--- config.mk ---
export PLATFORM = sky130hd
export DESIGN_NAME = mmu_job_scheduler
export DESIGN_NICKNAME = d
export VERILOG_FILES = /design/src/rtl/tpu_pkg.sv /design/src/rtl/rr_arbiter2.sv /design/src/rtl/mmu_job_scheduler.sv
export SDC_FILE = /design/constraint.sdc
export NUM_CORES = 1
export LEC_CHECK = 0
export CAP_MARGIN = 20
export CORE_ASPECT_RATIO = 1.5
export CORE_MARGIN = 8
export CORE_UTILIZATION = 40
export DETAILED_ROUTE_END_ITERATION = 8
export DONT_BUFFER_PORTS = 1
export PLACE_DENSITY = 0.53
export SETUP_SLACK_MARGIN = 0.1
export SLEW_MARGIN = 20
export SYNTH_ARGS = -nofsm -noshare
export SYNTH_HDL_FRONTEND = slang
export SYNTH_SLANG_ARGS = --single-unit
--- constraint.sdc ---
create_clock -name clk -period 2.3 [get_ports clk]
set_input_delay 0.23 -clock clk [delete_from_list [all_inputs] [get_ports clk]]
set_output_delay 0.23 -clock clk [all_outputs]
set_load 0.03 [all_outputs]
--- src/rtl/tpu_pkg.sv ---
// Shared types and constants for the matrix-multiply job scheduler.
// Frame geometry, requester count and FSM state encoding.
package tpu_pkg;

    localparam int FRAME_BYTES = 8;
    localparam int N_REQ       = 2;
    localparam int BYTE_CNT_W  = $clog2(FRAME_BYTES);

    typedef enum logic [2:0] {
        ST_IDLE    = 3'd0,
        ST_LOAD    = 3'd1,
        ST_WAIT    = 3'd2,
        ST_CAPTURE = 3'd3,
        ST_RETURN  = 3'd4
    } state_t;

endpackage

--- src/rtl/rr_arbiter2.sv ---
// Two-way round-robin arbiter: combinational one-hot grant, last-grant
// pointer advanced by the update strobe when a job retires.
module rr_arbiter2 (
    input  logic       clk,
    input  logic       rst,
    input  logic [1:0] req,
    input  logic       update,
    input  logic       update_id,
    output logic [1:0] grant,
    output logic       grant_id
);

    logic last_reg;

    // Pointer starts at 1 so requester 0 wins the first contention.
    always_ff @(posedge clk or posedge rst) begin
        if (rst) begin
            last_reg <= 1'b1;
        end else if (update) begin
            last_reg <= update_id;
        end
    end

    always_comb begin
        grant    = 2'b00;
        grant_id = 1'b0;
        case (req)
            2'b01: begin
                grant    = 2'b01;
                grant_id = 1'b0;
            end
            2'b10: begin
                grant    = 2'b10;
                grant_id = 1'b1;
            end
            2'b11: begin
                grant    = last_reg ? 2'b01 : 2'b10;
                grant_id = ~last_reg;
            end
            default: begin
                grant    = 2'b00;
                grant_id = 1'b0;
            end
        endcase
    end

endmodule

--- src/rtl/mmu_job_scheduler.sv ---
// Time-shares one 2x2 systolic matmul core between two byte-stream hosts:
// load an 8-byte frame, keep the core stepping while it drains, buffer and return 8 result bytes.
module mmu_job_scheduler
    import tpu_pkg::*;
#(
    parameter int DRAIN_LAT = 3
) (
    input  logic                 clk,
    input  logic                 rst,
    input  logic [N_REQ-1:0]     req_valid,
    input  logic [8*N_REQ-1:0]   req_data,
    input  logic [N_REQ-1:0]     req_transpose,
    output logic [N_REQ-1:0]     req_ready,
    output logic                 out_valid,
    output logic [7:0]           out_data,
    output logic                 out_id,
    input  logic                 out_ready,
    output logic                 core_load_en,
    output logic [7:0]           core_data,
    output logic                 core_transpose,
    input  logic [7:0]           core_outdata,
    output logic                 busy
);

    localparam int LAT_W = (DRAIN_LAT > 1) ? $clog2(DRAIN_LAT) : 1;
    localparam logic [LAT_W-1:0]      LAT_LAST  = LAT_W'(DRAIN_LAT - 1);
    localparam logic [BYTE_CNT_W-1:0] BYTE_LAST = BYTE_CNT_W'(FRAME_BYTES - 1);

    state_t                  state_reg, state_next;
    logic                    g_reg;
    logic                    out_id_reg;
    logic                    core_transpose_reg;
    logic [BYTE_CNT_W-1:0]   byte_cnt_reg;
    logic [LAT_W-1:0]        lat_cnt_reg;
    logic [BYTE_CNT_W-1:0]   cap_cnt_reg;
    logic [BYTE_CNT_W-1:0]   idx_reg;
    logic [7:0]              result_buf_reg [FRAME_BYTES];

    logic [1:0]              arb_grant;
    logic                    arb_grant_id;
    logic                    xfer;
    logic                    last_accept;

    assign xfer        = (state_reg == ST_LOAD) && req_valid[g_reg];
    assign last_accept = (state_reg == ST_RETURN) && out_ready && (idx_reg == BYTE_LAST);

    rr_arbiter2 u_arb (
        .clk       (clk),
        .rst       (rst),
        .req       (req_valid),
        .update    (last_accept),
        .update_id (g_reg),
        .grant     (arb_grant),
        .grant_id  (arb_grant_id)
    );

    always_ff @(posedge clk or posedge rst) begin
        if (rst) begin
            state_reg          <= ST_IDLE;
            g_reg              <= 1'b0;
            out_id_reg         <= 1'b0;
            core_transpose_reg <= 1'b0;
            byte_cnt_reg       <= '0;
            lat_cnt_reg        <= '0;
            cap_cnt_reg        <= '0;
            idx_reg            <= '0;
            for (int i = 0; i < FRAME_BYTES; i++) begin
                result_buf_reg[i] <= '0;
            end
        end else begin
            state_reg <= state_next;
            case (state_reg)
                ST_IDLE: begin
                    // Grant, owner id and transpose are all frozen here for the whole job.
                    if (|req_valid) begin
                        g_reg              <= arb_grant_id;
                        out_id_reg         <= arb_grant_id;
                        core_transpose_reg <= |(req_transpose & arb_grant);
                    end
                    byte_cnt_reg <= '0;
                    lat_cnt_reg  <= '0;
                    cap_cnt_reg  <= '0;
                    idx_reg      <= '0;
                end
                ST_LOAD: begin
                    if (xfer) begin
                        byte_cnt_reg <= byte_cnt_reg + 1'b1;
                    end
                end
                ST_WAIT: begin
                    lat_cnt_reg <= lat_cnt_reg + 1'b1;
                end
                ST_CAPTURE: begin
                    result_buf_reg[cap_cnt_reg] <= core_outdata;
                    cap_cnt_reg                 <= cap_cnt_reg + 1'b1;
                end
                ST_RETURN: begin
                    if (out_ready) begin
                        idx_reg <= idx_reg + 1'b1;
                    end
                end
                default: begin
                end
            endcase
        end
    end

    always_comb begin
        state_next   = state_reg;
        req_ready    = '0;
        core_load_en = 1'b0;
        core_data    = 8'h00;
        out_valid    = 1'b0;
        out_data     = 8'h00;
        case (state_reg)
            ST_IDLE: begin
                if (|req_valid) begin
                    state_next = ST_LOAD;
                end
            end
            ST_LOAD: begin
                req_ready[g_reg] = 1'b1;
                core_load_en     = req_valid[g_reg];
                if (req_valid[g_reg]) begin
                    core_data = req_data[{g_reg, 3'b000} +: 8];
                end
                if (xfer && (byte_cnt_reg == BYTE_LAST)) begin
                    state_next = ST_WAIT;
                end
            end
            ST_WAIT: begin
                // Zero bytes keep the array clocking so earlier partial sums drain out.
                core_load_en = 1'b1;
                if (lat_cnt_reg == LAT_LAST) begin
                    state_next = ST_CAPTURE;
                end
            end
            ST_CAPTURE: begin
                core_load_en = 1'b1;
                if (cap_cnt_reg == BYTE_LAST) begin
                    state_next = ST_RETURN;
                end
            end
            ST_RETURN: begin
                out_valid = 1'b1;
                out_data  = result_buf_reg[idx_reg];
                if (out_ready && (idx_reg == BYTE_LAST)) begin
                    state_next = ST_IDLE;
                end
            end
            default: begin
                state_next = ST_IDLE;
            end
        endcase
    end

    assign out_id         = out_id_reg;
    assign core_transpose = core_transpose_reg;
    assign busy           = (state_reg != ST_IDLE);

endmodule

# Word level (Yosys, flattened, before mapping)
# Index checks and enable logic that the tools add are counted.
op_classes:
  addsub: 4
  n_lt_le_gt_ge: 5
  eq_ne: 18
  shifts: 1
  n_mux: 31
  bitwise: 4
  n_reduce_logical: 20
ops:
  columns: ["cell", "n"]
  rows:
  - ["64-bit bitwise mux", 1]
  - ["8-bit 2-to-1 mux", 6]
  - ["8-bit binary-select mux with 3-bit select", 1]
  - ["8-bit demux with 3-bit select", 1]
  - ["3-bit 2-to-1 mux", 7]
  - ["3-bit case mux with 2 select lines", 3]
  - ["16-bit by 5-bit variable part select with 8-bit output", 1]
  - ["3-bit case mux with 5 select lines", 1]
  - ["3-bit equality test (second input constant)", 4]
  - ["2-bit inequality test (second input constant)", 5]
  - ["3-bit by 1-bit adder with 3-bit output (second input constant)", 3]
  - ["4-bit greater-or-equal comparator (second input constant)", 2]
  - ["3-bit NOT with 4-bit output", 2]
  - ["2-bit nonzero test", 4]
  - ["1-bit logical AND", 7]
  - ["2-bit equality test (second input constant)", 3]
  - ["3-bit by 2-bit equality test with 1-bit output (second input constant)", 2]
  - ["2-bit case mux with 3 select lines", 1]
  - ["2-bit AND reduction", 3]
  - ["2-bit OR reduction", 3]
  - ["5-bit AND reduction", 1]
  - ["4-bit by 1-bit less-than comparator with 1-bit output (second input constant)", 1]
  - ["1-bit 2-to-1 mux", 4]
  - ["2-bit 2-to-1 mux", 2]
  - ["13 further kinds", 15]
totals:
  regBits: 81
  in_bits: 31
  out_inout_bits: 23

# Longest topological paths before layout
# Gate-level depths: netlist (run 1).
depth:
  depth_word: 6
  ltp_mapped: 6

# By module
# Synthesis (run 1) repeated with hierarchy kept, for this count alone.
hier_totals:
  cells_unflattened: 304
  hier_area_um2: 4068.9
by_module_without_submodules:
  columns: ["module", "n_inst", "cells_per_inst", "area_each_um2"]
  rows:
  - ["mmu_job_scheduler", 1, 296, 4003.8]
  - ["rr_arbiter2", 1, 8, 65.1]

# Worst setup path before layout (run 1)
# OpenSTA, ideal clock, no wires.
synth_path:
  path_kind: "register to output"
  start: "register state_reg[1]"
  end: "output core_data[0]"
  t_arrival_ns: 1.623
  t_required_ns: 2.070
  setup_slack_ns: 0.447
  stages_incl_launch_ff: 6
  path_buffers: 2
  path_cell_list: "dfrtp_1 > clkbuf_8 > nor3b_1 > nand2_1 > buf_2 > nor2_1"
synth_via:
  elab_chain_cells: 2
synth_rtl:
  columns: ["item", "line", "text"]
  rows:
  - ["start: declaration", "mmu_job_scheduler.sv:29", "state_t state_reg, state_next;"]
  - ["start signal: assignment", "mmu_job_scheduler.sv:71", "state_reg <= state_next;"]
  - ["3-bit by 1-bit equality test with 1-bit output", "mmu_job_scheduler.sv:115", "case (state_reg)"]
  - ["8-bit 2-to-1 mux", "mmu_job_scheduler.sv:115", null]
  - ["end: declaration", "mmu_job_scheduler.sv:19", "output logic [7:0] core_data,"]
# Every way passes these cells.

# Final worst setup path (run 1)
layout_path:
  start: "register state_reg[0]"
  end: "output out_data[0]"
layout_via:
  elab_chain_cells: 2
layout_rtl:
  columns: ["item", "line", "text"]
  rows:
  - ["3-bit equality test", "mmu_job_scheduler.sv:115", null]
  - ["8-bit 2-to-1 mux", "mmu_job_scheduler.sv:115", null]
  - ["end: declaration", "mmu_job_scheduler.sv:15", "output logic [7:0] out_data,"]
# Every way passes these cells.

==> key figures, run 1 <==
Route
  – Wire length after detailed routing: 8790 µm
  – Vias: 2471
  – First-iteration detailed-routing DRC count: 91
  – Per-cell via count in the routed design: 5.48
  – Avg WL per Cell: 19.5 µm
  – Number of detailed-routing iterations run before antenna repair: 4
  – Residual DRC count: 0
  – Number of nets with antenna violations after routing: 0

Layout
  – Proportion of layout cells with a drive suffix above 1: 41.6%
  – Net total in the final layout: 367
  – Antenna Diode Count: 0
  – Syn-to-layout area delta: 15.2%
  – Commonest cells after routing, fill and taps aside: sky130_fd_sc_hd__dfrtp_1 (80), sky130_fd_sc_hd__mux2_2 (66), sky130_fd_sc_hd__buf_4 (26), sky130_fd_sc_hd__nor2_1 (19), sky130_fd_sc_hd__mux2i_1 (17)
  – Commonest non-fill, non-tap cell in the layout: sky130_fd_sc_hd__dfrtp_1
  – Cell Count, Final, Fillers Out: 451
  – Final design area excluding fillers: 0.00468 mm²
  – Fin util: 46.7%
  – Number of flip-flops under the largest register name: 64

Timing
  – Number of hold violations in the final report: 0
  – Final setup violation count: 0
  – Final clock skew: 0.00576 ns
  – Final worst setup slack: 0.133 ns
  – Maximum clock frequency: 461 MHz
  – Max-slew violations: 0
  – Setup TNS Final: 0 ns
  – Headroom to the max-slew limit: 57.5%
  – Post-layout minimum cycle time: 2.17 ns
  – Unrepaired setup endpoints after global routing: true
  – Transition time of the tightest slew-check pin: 0.637 ns
  – Final period utilization: 94.2%

Floorplanning
  – Initial cell density of the core: 40.6%
  – Die Ht: 140 µm
  – Area of the die: 0.0137 mm²
  – Core footprint: 0.0100 mm²
  – # IOs: 54
  – Standard-cell row count: 45
  – Die extent in x: 98.3 µm

Clocking
  – CTS tree: yes
  – Root buffer cell: sky130_fd_sc_hd__clkbuf_16
  – Worst-path clk slew: 0.06 ns
  – Inserted Clock Buffers: 9
  – # H-tree levels: 3
  – Post-CTS setup repair buffer count: 0
  – Clock insertion delay at the later pin of the skew report: 0.33 ns
  – TritonCTS sink count: 81
  – Clk buf depth: 2

Global route
  – Largest net degree at the start of global routing: 82
  – Antenna violations before repair: 0
  – First-pass GRT wire length: 14700 µm
  – Vias in the first global route: 2693
  – Global route total overflow: 0
  – All-Layer GR Usage: 13.6%

Hold path
  – Start point of the worst hold path: out_ready
  – Endpoint of the worst hold path: idx_reg[1]
  – Cells on Worst Hold Path: 2
  – Kind of path behind the tightest hold check: input pin to register

Critical path
  – Worst flop-to-flop path endpoint: result_buf_reg[27]
  – Crit Path Category: register to output port
  – Source of the worst register-to-register timing path: state_reg[2]
  – Slack of the worst reg-to-reg path: 0.44 ns
  – Critical path capture point type: output port
  – Worst Path Max Fanout: 10
  – Critical path required time: 2.07 ns
  – Cell depth of the worst flop-to-flop path: 4
  – Startpoint type of the worst setup path: register
  – Arrival time of data at the critical path endpoint: 1.94 ns

Logic synthesis
  – Syn_nets: 341
  – Sequential element share of the synthesized area: 49.9%
  – Count of cell types in the netlist: 40
  – Post-Synthesis Cells: 303
  – Summed instance area of the synthesized netlist: 0.00407 mm²
  – Flip-flop and latch count after synthesis: 81
  – Syn_area_per_cell: 13.4 µm²
  – Yosys warning count: 0

Place
  – Total half-perimeter wirelength after legalization and detailed placement: 6130 µm
  – Area after DPL: 0.00435 mm²
  – Routability-driven placement congestion ratio: 0.756
  – Port Buf Inserts: 0
  – Placed cell count: 433
  – Setup WS pre-CTS: 0.422 ns

Power and ir drop
  – Pwr dens: 812 mW/mm²
  – Static leakage power: 2.11 nW
  – Peak VDD IR: 385 µV

Job
  – Max-cap viol count: 0

Run status
  – Outcome: finished, final reports clean
[stage by stage]
stage	hold slack, ns	total power, mW
floorplan	0.327	2.18
CTS	0.0182	3.85
global route	0.0340	3.99
finish	0.0253	3.81
global placement	0.262	2.35
detailed placement	0.269	2.37
[power by group]
group | switching [mW] | internal (mW)
logic | 0.478 | 0.294
clock network | 0.538 | 0.929
registers | 0.0650 | 1.50
total | 1.08 | 2.72
[cells in the mapped netlist, drive strengths merged]
cell type | instances | share of area (%)
dfstp | 1 | 0.65
a221oi | 1 | 0.37
o2bb2ai | 1 | 0.22
a21oi | 6 | 1.0
o21ai | 8 | 0.98
nand3 | 11 | 1.4
o41ai | 1 | 0.22
nand4 | 1 | 0.31
inv | 9 | 0.95
nor2 | 21 | 2.0
mux2 | 67 | 19
a311oi | 1 | 0.22
or3b | 1 | 0.22
mux2i | 17 | 4.2
dfrtp | 80 | 49
nand2 | 14 | 1.3
or2b | 2 | 0.43
ha | 7 | 2.2
nor4 | 1 | 0.52
a2bb2oi | 1 | 0.22
clkbuf | 2 | 0.68
or4 | 1 | 0.18
o21bai | 1 | 0.18
nor3b | 1 | 0.18
nor3 | 7 | 1.1
nand2b | 5 | 0.77
a22o | 2 | 0.43
nor2b | 2 | 0.31
and2 | 1 | 0.15
mux4 | 16 | 8.9
buf | 13 | 1.8
a31oi | 1 | 0.15
[worst max-delay path, cell delays in order (launching register included)]
cell	delay (ns)
sky130_fd_sc_hd__dfrtp_1	0.41
sky130_fd_sc_hd__or3b_1	0.65
sky130_fd_sc_hd__nor2_1	0.55
[routing by layer]
metal | vias up | part of all wire (%) | GRT usage (%)
met3 | 7 | 5.4 | 3.79
met5 | - | 0 | 0
met2 | 45 | 52 | 23.5
li1 | 1152 | - | -
met4 | 0 | 1.1 | 4.87
met1 | 1267 | 41 | 15.6
[cell families after synthesis]
logic type,synth area share (%)
adder cells (fa/ha/maj),2.15
buffers and inverters,3.48
AO/OA/AOI/OAI,4.00
multiplexers,31.7
AND/OR/NAND/NOR,8.83
flip-flops,49.9
[final cells by class]
type | instances | area, µm²
fillers | 913 | 5340
flip-flops and latches | 81 | 2030
multi-input cells | 198 | 1900
clock buffers | 14 | 274
repair buffers | 30 | 255
well taps | 117 | 146
inverters | 9 | 42.5
clock inverters | 2 | 35.0
[repair_timing]
action	4_1_cts	5_1_grt
endpoints found under the hold margin	81	0
cloned	0	0
setup endpoints to repair	3	11
hold buffers	2	0
gates resized for setup	1	1
[how the worst max path moves through the flow]
stage | from | end | slack [ns] | cells past startpoint
finish | state_reg[0] | out_data[0] | 0.13 | 2
global route | state_reg[0] | out_data[5] | 0.04 | 2
CTS | state_reg[0] | out_data[0] | 0.07 | 2
detailed placement | state_reg[0] | out_data[1] | 0.42 | 2
global placement | state_reg[0] | out_data[1] | 0.44 | 2
floorplan | state_reg[1] | core_data[0] | 0.45 | 5
Note: power is estimated with default switching activity, not from simulation.
==> run 2, diff against run 1 <==
--- a/config.mk
+++ b/config.mk
@@ -8,10 +8,10 @@
 export CAP_MARGIN = 20
 export CORE_ASPECT_RATIO = 1.5
 export CORE_MARGIN = 8
-export CORE_UTILIZATION = 40
+export CORE_UTILIZATION = 30
 export DETAILED_ROUTE_END_ITERATION = 8
 export DONT_BUFFER_PORTS = 1
-export PLACE_DENSITY = 0.53
+export PLACE_DENSITY = 0.42
 export SETUP_SLACK_MARGIN = 0.1
 export SLEW_MARGIN = 20
 export SYNTH_ARGS = -nofsm -noshare
==> run 2 against run 1 <==
Sequential power is essentially flat. Die area grew 28%. Critical path depth grew 3. Clock power grew 9%. Cell count grew 11%. Via count shrank 0.12%. Core utilization shrank 11 points. Total power grew 3.5%. Largest cell class unchanged. First-iteration DRC count shrank 6.6%. Wire length grew 9.6%. Sequential share of layout area shrank 1.3 points. Global-route usage shrank 2.0 points.
==> key figures, run 2 (synthesized netlist as in run 1, its figures left out) <==
Run status
  – Outcome: finished, final reports clean

Clocking
  – TritonCTS sink count: 81
  – Clock insertion delay at the later pin of the skew report: 0.34 ns
  – Inserted Clock Buffers: 9
  – Clk buf depth: 2
  – Worst-path clk slew: 0.06 ns
  – # H-tree levels: 3
  – Root buffer cell: sky130_fd_sc_hd__clkbuf_16
  – CTS tree: yes

Power and ir drop
  – Int Pwr: 2.81 mW
  – Pwr dens: 815 mW/mm²
  – Proportion of power drawn by flip-flops and latches: 39.9%
  – Static leakage power: 2.16 nW
  – Fraction of power spent switching nets: 28.7%
  – Peak VDD IR: 352 µV
  – Clock power frac: 40.6%
  – Switching power: 1.13 mW
  – Total power: 3.94 mW
  – Logic gate share of total power: 19.5%

Critical path
  – Critical path required time: 2.07 ns
  – Slack of the worst reg-to-reg path: 0.40 ns
  – Critical path capture point type: output port
  – Arrival time of data at the critical path endpoint: 1.86 ns
  – Worst flop-to-flop path endpoint: result_buf_reg[2]
  – Source of the worst register-to-register timing path: state_reg[2]
  – Worst Path Max Fanout: 17
  – Startpoint type of the worst setup path: register
  – Crit Path Category: register to output port
  – Cell depth of the worst flop-to-flop path: 4

Timing
  – Final period utilization: 90.8%
  – Final clock skew: 0.00654 ns
  – Headroom to the max-slew limit: 58.5%
  – Setup TNS Final: 0 ns
  – Post-layout minimum cycle time: 2.09 ns
  – Number of hold violations in the final report: 0
  – Final setup violation count: 0
  – Worst hold-check slack: 0.0238 ns
  – Maximum clock frequency: 479 MHz
  – Transition time of the tightest slew-check pin: 0.621 ns
  – Unrepaired setup endpoints after global routing: true
  – Max-slew violations: 0

Floorplanning
  – Area of the die: 0.0176 mm²
  – Die Ht: 159 µm
  – Initial cell density of the core: 30.3%
  – # IOs: 54
  – Standard-cell row count: 52
  – Die extent in x: 111 µm
  – Core footprint: 0.0134 mm²

Route
  – Avg WL per Cell: 19.2 µm
  – Per-cell via count in the routed design: 4.92
  – First-iteration detailed-routing DRC count: 85
  – Wire length after detailed routing: 9630 µm
  – Vias: 2468
  – Number of detailed-routing iterations run before antenna repair: 4
  – Number of nets with antenna violations after routing: 0
  – Residual DRC count: 0

Layout
  – Total area of multi-input combinational cells: 0.00191 mm²
  – Number of flip-flops under the largest register name: 64
  – Net total in the final layout: 373
  – Flip-flop and latch area: 0.00203 mm²
  – Proportion of layout cells with a drive suffix above 1: 43.8%
  – Final design area excluding fillers: 0.00483 mm²
  – Commonest cells after routing, fill and taps aside: sky130_fd_sc_hd__dfrtp_1 (79), sky130_fd_sc_hd__mux2_2 (66), sky130_fd_sc_hd__buf_4 (31), sky130_fd_sc_hd__nor2_1 (20), sky130_fd_sc_hd__mux2i_1 (17)
  – Syn-to-layout area delta: 18.8%
  – Antenna Diode Count: 0
  – Fill cell total of the finished layout: 1325
  – Commonest non-fill, non-tap cell in the layout: sky130_fd_sc_hd__dfrtp_1

Place
  – Area after DPL: 0.00446 mm²
  – Routability-driven placement congestion ratio: 0.705
  – Port Buf Inserts: 0
  – Total half-perimeter wirelength after legalization and detailed placement: 6690 µm

Global route
  – All-Layer GR Usage: 11.6%
  – Vias in the first global route: 2695
  – First-pass GRT wire length: 15500 µm
  – Largest net degree at the start of global routing: 39
  – Antenna violations before repair: 0
  – Global route total overflow: 0

Hold path
  – Start point of the worst hold path: out_ready
  – Endpoint of the worst hold path: idx_reg[1]
  – Cells on Worst Hold Path: 2
  – Kind of path behind the tightest hold check: input pin to register

Job
  – Max-cap viol count: 0
[run 2: cell types whose count changed in the layout (fill, tap and decap cells not counted), sizes merged]
| cell | delta |
|---|---|
| buf | +6 |
| bufinv | +1 |
| inv | +1 |
| clkbuf | -3 |
| clkinvlp | +1 |
[run 2: critical path, cell delays in order (launching register included)]
cell                      delay, ns
sky130_fd_sc_hd__dfrtp_1       0.37
sky130_fd_sc_hd__buf_12        0.19
sky130_fd_sc_hd__mux4_2        0.52
sky130_fd_sc_hd__mux2i_1       0.15
sky130_fd_sc_hd__nor2_1        0.08
sky130_fd_sc_hd__buf_4         0.18
[run 2: metal layers]
| metal | global-route usage, % | routed length, µm | vias to the layer above |
|---|---|---|---|
| li1 | - | - | 1164 |
| met1 | 13.2 | 4140 | 1237 |
| met2 | 19.7 | 4760 | 55 |
| met3 | 3.81 | 556 | 12 |
| met4 | 4.40 | 172 | 0 |
| met5 | 0 | 0 | - |
[run 2: layout make-up]
class	count	area share [%]
repair buffers	36	6.47
clock buffers	11	5.23
multi-input cells	198	39.5
well taps	162	4.19
clock inverters	5	1.76
inverters	9	0.880
flip-flops and latches	81	42.0
[run 2: power by group through the flow]
stage | combinational, mW | clock (mW) | sequential [mW]
CTS | 0.780 | 1.65 | 1.57
global placement | 0.761 | 0 | 1.60
finish | 0.766 | 1.60 | 1.57
detailed placement | 0.772 | 0 | 1.60
floorplan | 0.578 | 0 | 1.60
global route | 0.843 | 1.71 | 1.58
[run 2: timing repair]
action                                  in CTS  in global routing
endpoints found under the setup margin      10                 11
endpoints found under the hold margin       18                  0
setup buffers                                0                  1
resized for setup                            3                  1
hold buffers                                 2                  0
[run 2: worst max-delay path by stage]
stage                        end    startpoint
6_report             out_data[6]    idx_reg[0]
5_1_grt              out_data[3]    idx_reg[0]
4_1_cts              out_data[6]    idx_reg[0]
3_5_place_dp   result_buf_reg[2]  state_reg[2]
3_3_place_gp   result_buf_reg[2]  state_reg[2]
2_1_floorplan       core_data[0]  state_reg[1]
[run 2: per-stage QoR]
stage | utilization (%) | cells | setup WS (ns)
finish | 36.1 | 502 | 0.212
global route | 36.1 | 502 | 0.0821
CTS | 36.0 | 501 | 0.141
detailed placement | 33.3 | 483 | 0.401
global placement | 33.3 | 483 | 0.420
floorplan | - | 303 | 0.447
==> run 3, diff against run 2 <==
--- a/config.mk
+++ b/config.mk
@@ -12,8 +12,8 @@
 export DETAILED_ROUTE_END_ITERATION = 8
 export DONT_BUFFER_PORTS = 1
 export PLACE_DENSITY = 0.42
+export RECOVER_POWER = 50
 export SETUP_SLACK_MARGIN = 0.1
-export SLEW_MARGIN = 20
 export SYNTH_ARGS = -nofsm -noshare
 export SYNTH_HDL_FRONTEND = slang
 export SYNTH_SLANG_ARGS = --single-unit
==> run 3 against run 2 <==
Combinational power about the same. Clock power about the same. First-iteration DRC count unchanged. Critical path depth down 2. Core utilization down 0.13 points. Sequential power about the same. Final area down 0.36%. Wire length down 0.14%. Worst hold slack about the same. Non-clock buffer count unchanged. Die area unchanged. Clock-buffer cell count unchanged.
==> key figures, run 3 (synthesized netlist as in run 1, its figures left out) <==
Timing
  – Final period utilization: 91.7%
  – Final setup violation count: 0
  – Max-slew violations: 0
  – Final worst setup slack: 0.190 ns
  – Number of hold violations in the final report: 0
  – Worst hold-check slack: 0.0239 ns
  – Maximum clock frequency: 474 MHz
  – Headroom to the max-slew limit: 29.7%
  – Unrepaired setup endpoints after global routing: true
  – Final clock skew: 0.00634 ns
  – Setup TNS Final: 0 ns
  – Transition time of the tightest slew-check pin: 1.05 ns
  – Post-layout minimum cycle time: 2.11 ns

Critical path
  – Critical path capture point type: output port
  – Startpoint type of the worst setup path: register
  – Critical path required time: 2.07 ns
  – Slack of the worst reg-to-reg path: 0.37 ns
  – Source of the worst register-to-register timing path: state_reg[1]
  – Worst flop-to-flop path endpoint: idx_reg[0]
  – Crit Path Category: register to output port
  – Arrival time of data at the critical path endpoint: 1.88 ns
  – Worst Path Max Fanout: 8
  – Cell depth of the worst flop-to-flop path: 5

Layout
  – Total area of multi-input combinational cells: 0.00191 mm²
  – Flip-flop and latch area: 0.00203 mm²
  – Net total in the final layout: 373
  – Syn-to-layout area delta: 18.4%
  – Proportion of layout cells with a drive suffix above 1: 42.6%
  – Antenna Diode Count: 0
  – Commonest cells after routing, fill and taps aside: sky130_fd_sc_hd__dfrtp_1 (79), sky130_fd_sc_hd__mux2_2 (66), sky130_fd_sc_hd__buf_4 (27), sky130_fd_sc_hd__nor2_1 (20), sky130_fd_sc_hd__mux2i_1 (17)
  – Number of flip-flops under the largest register name: 64
  – Cell Count, Final, Fillers Out: 502
  – Commonest non-fill, non-tap cell in the layout: sky130_fd_sc_hd__dfrtp_1
  – Fill cell total of the finished layout: 1326

Floorplanning
  – Die Ht: 159 µm
  – Initial cell density of the core: 30.3%
  – # IOs: 54
  – Core footprint: 0.0134 mm²
  – Die extent in x: 111 µm
  – Area of the die: 0.0176 mm²
  – Standard-cell row count: 52

Route
  – Per-cell via count in the routed design: 4.92
  – Avg WL per Cell: 19.2 µm
  – First-iteration detailed-routing DRC count: 85
  – Residual DRC count: 0
  – Number of detailed-routing iterations run before antenna repair: 4
  – Vias: 2470
  – Number of nets with antenna violations after routing: 0
  – Wire length after detailed routing: 9620 µm

Global route
  – First-pass GRT wire length: 15500 µm
  – Antenna violations before repair: 0
  – Global route total overflow: 0
  – Largest net degree at the start of global routing: 39
  – All-Layer GR Usage: 11.6%
  – Vias in the first global route: 2695

Hold path
  – Endpoint of the worst hold path: idx_reg[1]
  – Start point of the worst hold path: out_ready
  – Kind of path behind the tightest hold check: input pin to register
  – Cells on Worst Hold Path: 2

Power and ir drop
  – Peak VDD IR: 352 µV
  – Static leakage power: 2.15 nW
  – Pwr dens: 817 mW/mm²

Clocking
  – TritonCTS sink count: 81
  – # H-tree levels: 3
  – Worst-path clk slew: 0.06 ns
  – CTS tree: yes
  – Root buffer cell: sky130_fd_sc_hd__clkbuf_16
  – Inserted Clock Buffers: 9
  – Clk buf depth: 2
  – Clock insertion delay at the later pin of the skew report: 0.34 ns

Place
  – Setup WS pre-CTS: 0.401 ns
  – Total half-perimeter wirelength after legalization and detailed placement: 6690 µm
  – Port Buf Inserts: 0
  – Routability-driven placement congestion ratio: 0.705
  – Placed cell count: 483

Run status
  – Outcome: finished, final reports clean

Job
  – Max-cap viol count: 0
run 3: repair_timing:
item	in CTS	in global routing
hold buffers	2	0
endpoints found under the hold margin	18	0
buffers inserted	0	1
endpoints found under the setup margin	10	11
gates resized for setup	3	1
run 3: layout make-up:
cell class	count	share of cell area [%]
flip-flops and latches	81	42.1
multi-input cells	198	39.6
repair buffers	36	6.18
clock buffers	11	5.25
well taps	162	4.21
clock inverters	5	1.77
inverters	9	0.831
run 3: how the worst max path moves through the flow:
stage / from / endpoint / slack, ns
6_report: state_reg[1] / busy / 0.19
4_1_cts: idx_reg[0] / out_data[6] / 0.14
3_5_place_dp: state_reg[2] / result_buf_reg[2] / 0.40
5_1_grt: idx_reg[0] / out_data[3] / 0.08
3_3_place_gp: state_reg[2] / result_buf_reg[2] / 0.42
2_1_floorplan: state_reg[1] / core_data[0] / 0.45
run 3: per-stage QoR:
step	cell area [µm²]	util, %	power, mW
global route	4820	35.9	4.14
global placement	4460	33.3	2.36
CTS	4820	36.0	4.00
finish	4820	35.9	3.93
floorplan	4070	-	2.18
detailed placement	4460	33.3	2.37
run 3: power breakdown:
group,switching (mW),total (mW),internal [mW]
Clock,0.583,1.60,1.02
Combinational,0.475,0.763,0.288
Sequential,0.0707,1.57,1.50
run 3: layer usage:
layer,GRT usage (%),up-vias,routed length [µm]
met2,19.7,55,4730
li1,-,1165,-
met3,3.81,12,555
met4,4.40,0,172
met5,0,-,0
met1,13.2,1238,4160
run 3: critical path, stage by stage (launching register included):
cell	delay (ns)
sky130_fd_sc_hd__dfrtp_1	0.44
sky130_fd_sc_hd__clkbuf_1	0.22
sky130_fd_sc_hd__nor3_1	0.49
sky130_fd_sc_hd__inv_1	0.39
